==> src/rtl/shreg_pkg.sv <==
// rtl/shreg_pkg.sv - shared state encoding and line-level constants for the shreg receiver
package shreg_pkg;

  typedef enum logic [2:0] {
    IDLE = 3'd0,
    DATA = 3'd1,
    PAR  = 3'd2,
    STOP = 3'd3,
    BRK  = 3'd4
  } rx_state_t;

  localparam logic START_BIT  = 1'b0;
  localparam logic STOP_BIT   = 1'b1;
  localparam logic IDLE_LEVEL = 1'b1;

endpackage

==> src/rtl/shreg_rx_out.sv <==
// rtl/shreg_rx_out.sv - single-entry output holding register with valid/ready and overrun pulse
module shreg_rx_out #(
  parameter int W = 8
) (
  input  logic         clk,
  input  logic         rst,
  input  logic         load,
  input  logic [W-1:0] din,
  input  logic         ready,
  output logic [W-1:0] q,
  output logic         valid,
  output logic         ovr
);

  logic [W-1:0] q_q, q_d;
  logic         valid_q, valid_d;
  logic         ovr_q, ovr_d;
  logic         accept;

  // A full register frees up on the same edge it is consumed, so a new word can replace it.
  assign accept = load & (~valid_q | ready);

  always_comb begin
    q_d     = q_q;
    valid_d = valid_q;
    ovr_d   = load & valid_q & ~ready;
    if (accept) begin
      q_d     = din;
      valid_d = 1'b1;
    end else if (valid_q & ready) begin
      valid_d = 1'b0;
    end
  end

  always_ff @(posedge clk or posedge rst) begin
    if (rst) begin
      q_q     <= '0;
      valid_q <= 1'b0;
      ovr_q   <= 1'b0;
    end else begin
      q_q     <= q_d;
      valid_q <= valid_d;
      ovr_q   <= ovr_d;
    end
  end

  assign q     = q_q;
  assign valid = valid_q;
  assign ovr   = ovr_q;

endmodule

==> src/rtl/shreg_rx.sv <==
// rtl/shreg_rx.sv - serial frame receiver: start, W data bits MSB first, optional even parity, stop
// Optional parity bit enabled by defining SHREG_RX_PARITY_EN.
module shreg_rx
  import shreg_pkg::*;
#(
  parameter int W = 8
) (
  input  logic         clk,
  input  logic         rst,
  input  logic         si,
  input  logic         bit_en,
  output logic [W-1:0] q,
  output logic         valid,
  input  logic         ready,
  output logic         ferr,
  output logic         perr,
  output logic         ovr
);

  localparam int CW = (W > 1) ? $clog2(W) : 1;

  rx_state_t     state_q, state_d;
  logic [CW-1:0] cnt_q, cnt_d;
  logic [W-1:0]  shift_q, shift_d;
  logic          ferr_q, ferr_d;
  logic          load;
`ifdef SHREG_RX_PARITY_EN
  logic          par_bad_q, par_bad_d;
  logic          perr_q, perr_d;
`endif

  always_comb begin
    state_d = state_q;
    cnt_d   = cnt_q;
    shift_d = shift_q;
    ferr_d  = 1'b0;
    load    = 1'b0;
`ifdef SHREG_RX_PARITY_EN
    par_bad_d = par_bad_q;
    perr_d    = 1'b0;
`endif
    if (bit_en) begin
      case (state_q)
        IDLE: begin
          if (si == START_BIT) begin
            cnt_d   = '0;
            state_d = DATA;
          end
        end
        DATA: begin
          shift_d = {shift_q[W-2:0], si};
          cnt_d   = cnt_q + CW'(1);
          if (cnt_q == CW'(W - 1)) begin
`ifdef SHREG_RX_PARITY_EN
            state_d = PAR;
`else
            state_d = STOP;
`endif
          end
        end
`ifdef SHREG_RX_PARITY_EN
        PAR: begin
          // Even parity: data bits plus parity bit must XOR to zero.
          par_bad_d = ^{shift_q, si};
          state_d   = STOP;
        end
`endif
        STOP: begin
          if (si == STOP_BIT) begin
            state_d = IDLE;
`ifdef SHREG_RX_PARITY_EN
            if (par_bad_q) perr_d = 1'b1;
            else           load   = 1'b1;
`else
            load = 1'b1;
`endif
          end else begin
            ferr_d  = 1'b1;
            state_d = BRK;
          end
        end
        BRK: begin
          // Only a return to the idle level re-arms start detection.
          if (si == IDLE_LEVEL) state_d = IDLE;
        end
        default: state_d = IDLE;
      endcase
    end
  end

  always_ff @(posedge clk or posedge rst) begin
    if (rst) begin
      state_q <= IDLE;
      cnt_q   <= '0;
      shift_q <= '0;
      ferr_q  <= 1'b0;
`ifdef SHREG_RX_PARITY_EN
      par_bad_q <= 1'b0;
      perr_q    <= 1'b0;
`endif
    end else begin
      state_q <= state_d;
      cnt_q   <= cnt_d;
      shift_q <= shift_d;
      ferr_q  <= ferr_d;
`ifdef SHREG_RX_PARITY_EN
      par_bad_q <= par_bad_d;
      perr_q    <= perr_d;
`endif
    end
  end

  assign ferr = ferr_q;
`ifdef SHREG_RX_PARITY_EN
  assign perr = perr_q;
`else
  assign perr = 1'b0;
`endif

  shreg_rx_out #(.W(W)) u_out (
    .clk   (clk),
    .rst   (rst),
    .load  (load),
    .din   (shift_q),
    .ready (ready),
    .q     (q),
    .valid (valid),
    .ovr   (ovr)
  );

endmodule

==> config.mk <==
export PLATFORM = sky130hd
export DESIGN_NAME = shreg_rx
export DESIGN_NICKNAME = d
export VERILOG_FILES = /design/src/rtl/shreg_pkg.sv /design/src/rtl/shreg_rx_out.sv /design/src/rtl/shreg_rx.sv
export SDC_FILE = /design/constraint.sdc
export NUM_CORES = 1
export LEC_CHECK = 0
export BUFFER_PORTS_ARGS = -buffer_cell sky130_fd_sc_hd__buf_2
export CORE_MARGIN = 4
export CORE_UTILIZATION = 50
export CTS_CLUSTER_DIAMETER = 40
export DETAILED_ROUTE_END_ITERATION = 6
export HOLD_SLACK_MARGIN = 0.03
export PLACE_DENSITY = 0.75
export REMOVE_ABC_BUFFERS = 1
export SLEW_MARGIN = 5
export SYNTH_ARGS = -nofsm -noshare
export SYNTH_HDL_FRONTEND = slang
export SYNTH_SLANG_ARGS = --single-unit
==> constraint.sdc <==
create_clock -name clk -period 1.9 [get_ports clk]
set_input_delay 0 -clock clk [delete_from_list [all_inputs] [get_ports clk]]
set_output_delay 0 -clock clk [all_outputs]
set_load 0.05 [all_outputs]
==> results by group <==
Layout
  – Nets: 98
  – Area growth syn-to-layout: 15.17%
  – Layout cell share with drive strength beyond 1: 0.4333
  – Number of antenna cells inserted: 0

Die
  – Initial Util: 0.5226
  – Die height: 53.05 um
  – Die width: 53.05 um
  – Die area: 2814 sq um
  – # IOs: 17
  – Site Rows: 16
  – Core Area: 1942 sq um

Worst setup path
  – WS Path Type: reg2reg
  – Worst Setup SP: state_q[1]$_DFFE_PP0P_
  – R2R Path End: shift_q[2]$_DFFE_PP0P_
  – Critical Path RT: 2.10 ns
  – Endpoint class of the critical path: register
  – CP endpoint: shift_q[2]$_DFFE_PP0P_
  – RR Startpoint: state_q[1]$_DFFE_PP0P_
  – Worst Path Max Fanout: 12
  – R2R setup slack: 0.48 ns
  – Startpoint Class: register
  – Arrival time at the worst endpoint: 1.62 ns
  – Worst R2R Path Depth: 2

Route
  – Met3 Wirelength: 49 um
  – DR top layer: met3
  – Via/cell ratio: 4.778
  – DRT met1 WL: 655 um
  – Met2 WL: 722 um
  – Number of remaining DRC errors: 0
  – Wire per inst: 12.20 um
  – Detail Route Antenna Nets: 0
  – Number of DRC markers in iteration 0: 2
  – WL final: 1427 um
  – 1st-pass router iterations: 2
  – Vias post-DR: 559

STA
  – Setup TNS: 0 ns
  – Setup violations, final: 0
  – WHS: 0.05286 ns
  – Fmax: 705.1 MHz
  – Max-slew violations: 0
  – RSZ-0062 raised after global routing: false
  – Final hold vios: 0
  – Clock Skews: 0.008615 ns
  – Post-route minimum period: 1.418 ns
  – Crit share post-route: 0.7464

Clock network
  – Inserted Clock Buffers: 3
  – Clock-pin slew on the worst setup and hold paths: 0.12 ns
  – Worst-Skew Late Latency: 0.30 ns
  – Setup bufs post-CTS: 0
  – Number of H-tree levels: 1
  – Clock root buffer: clkbuf_4
  – Max Buffers Root-to-Sink: 2
  – CTS tree: built
  – Clk sinks: 25

Power and ir drop
  – P_leak: 0.5833 nW
  – Overall power: 1.751 mW
  – Pwr/cell area: 1498 nW/um^2
  – Maximum VDD drop: 0.0007742 V

Placement
  – Buffers on Ports: 15
  – DP Wirelength: 1063 um
  – GP Congestion: 0.6714

Job
  – Max Cap Viol: 0

Global routing
  – Largest net degree at the start of global routing: 26
  – Vias in the first global route: 591
  – First-pass GRT wire length: 2608 um
  – Total track usage: 0.1282
  – Initial antenna violation count: 0
  – GRT overflow: 0

Logic synthesis
  – Syn Inst Count: 69
  – YS warnings: 0
  – Top post-synthesis cells by count: dfrtp_1, mux2_2, nand2_1
  – Ys flop type: dfrtp_1
  – Syn avg cell area: 14.71 sq um
  – Syn Std Cell Area: 1015 sq um
  – Top-area cell type share of the netlist area: 0.6165
  – Cell with the most instances after synthesis: dfrtp_1
  – Dominant cell type by area after synthesis: dfrtp_1
  – Synth Register Bits: 25
  – Async set-reset flop share out of synthesis: 1.000
  – Netlist cell types: 20
  – EDFF count, synth: 0
  – Synth top area cells: dfrtp_1, mux2_2, ha_1
  – Post-synthesis sequential area ratio: 0.6165

Worst hold path
  – Min-delay worst type: in2reg

Run status
  – Status: complete, no violations
## registers in the layout, summed over array words and instances, names as in the netlist
register / cells
u_out.q: 8
state_q: 3
cnt_q: 3
ferr: 1
u_out.ovr: 1
shift_q: 8
u_out.valid: 1
## per-stage QoR
stage | utilization | instances | worst slack (ns) | instance area [sq um]
finish | 0.6018 | 117 | 0.4818 | 1169
global route | 0.6018 | 117 | 0.4048 | 1169
CTS | 0.6018 | 117 | 0.4779 | 1169
detailed placement | 0.5728 | 110 | 0.4965 | 1112
global placement | 0.5728 | 110 | 0.5326 | 1112
floorplan | - | 67 | 0.4765 | 996.0
## cell type report
class                      count  area [sq um]
clock buffer                   4         26.28
fill                         154         773.2
inverter                       2         7.507
multi-input combinational     40         362.8
sequential                    25         625.6
tap                           27         33.78
timing repair buffer          19         112.6
## kinds of logic (layout without fill, tap and decap cells)
family                     after synthesis  in the layout  share of synthesized area
AOI/OAI and AO/OA                        7              7                    0.04933
adders and majority gates                2              2                    0.02466
buffers and inverters                    4             25                    0.02590
DFF                                     25             25                     0.6165
muxes                                   17             17                     0.1887
other                                    1              1                   0.003696
and+or+nand+nor                         13             13                    0.09124
## timing repair
action                    CTS  global route
hold endpoints to repair   31             0
hold buffers                3             0
gates resized for setup     0             0
## routing by layer
metal	GRT usage	vias up
li1	-	280
met1	0.1667	273
met2	0.2025	6
met3	0.03380	0
met4	0.05106	0
met5	0	-
## report_power, final
group / internal (mW) / switching [mW] / leakage (nW)
Sequential: 0.732 / 0.125 / 0.317
Clock: 0.0818 / 0.141 / 0.0150
Combinational: 0.287 / 0.385 / 0.251
## how the worst min path moves through the flow
stage                     startpoint                       to  slack, ns  cells past startpoint
final                          ready  u_out.valid$_DFFE_PP0P_       0.05                      3
after global routing           ready      u_out.ovr$_DFF_PP0_       0.04                      3
after CTS                      ready  u_out.valid$_DFFE_PP0P_       0.03                      3
after detailed placement         rst   shift_q[5]$_DFFE_PP0P_       0.07                      3
after global placement           rst   u_out.q[3]$_DFFE_PP0P_       0.05                      3
after floorplan                  rst     cnt_q[0]$_DFFE_PP0P_       0.03                      1
## cells in the final DEF, fill, tap and decap left out
| master | netlist | final |
|---|---|---|
| mux2_2 | 17 | 17 |
| nor2_1 | 2 | 2 |
| conb_1 | 1 | 1 |
| a22o_1 | 2 | 2 |
| and4bb_2 | 1 | 1 |
| nand2b_1 | 2 | 2 |
| a21o_1 | 1 | 1 |
| buf_4 | 1 | 1 |
| clkbuf_1 | 0 | 1 |
| clkbuf_4 | 0 | 3 |
| dlygate4sd3_1 | 0 | 3 |
| o21a_1 | 1 | 1 |
| nand2_1 | 3 | 3 |
| nand3_1 | 1 | 1 |
| nor2b_1 | 2 | 2 |
| o31ai_1 | 1 | 1 |
| inv_1 | 2 | 2 |
| and4b_4 | 1 | 1 |
| nand3_4 | 1 | 1 |
| dfrtp_1 | 25 | 25 |
| buf_2 | 0 | 15 |
| o21ai_0 | 2 | 2 |
| ha_1 | 2 | 2 |
## worst max-delay path, cell delays in order (launching register included)
cell and delay (ns):
dfrtp_1 0.45, and4bb_2 0.50, mux2_2 0.37
Note: power is estimated with default switching activity, not from simulation.
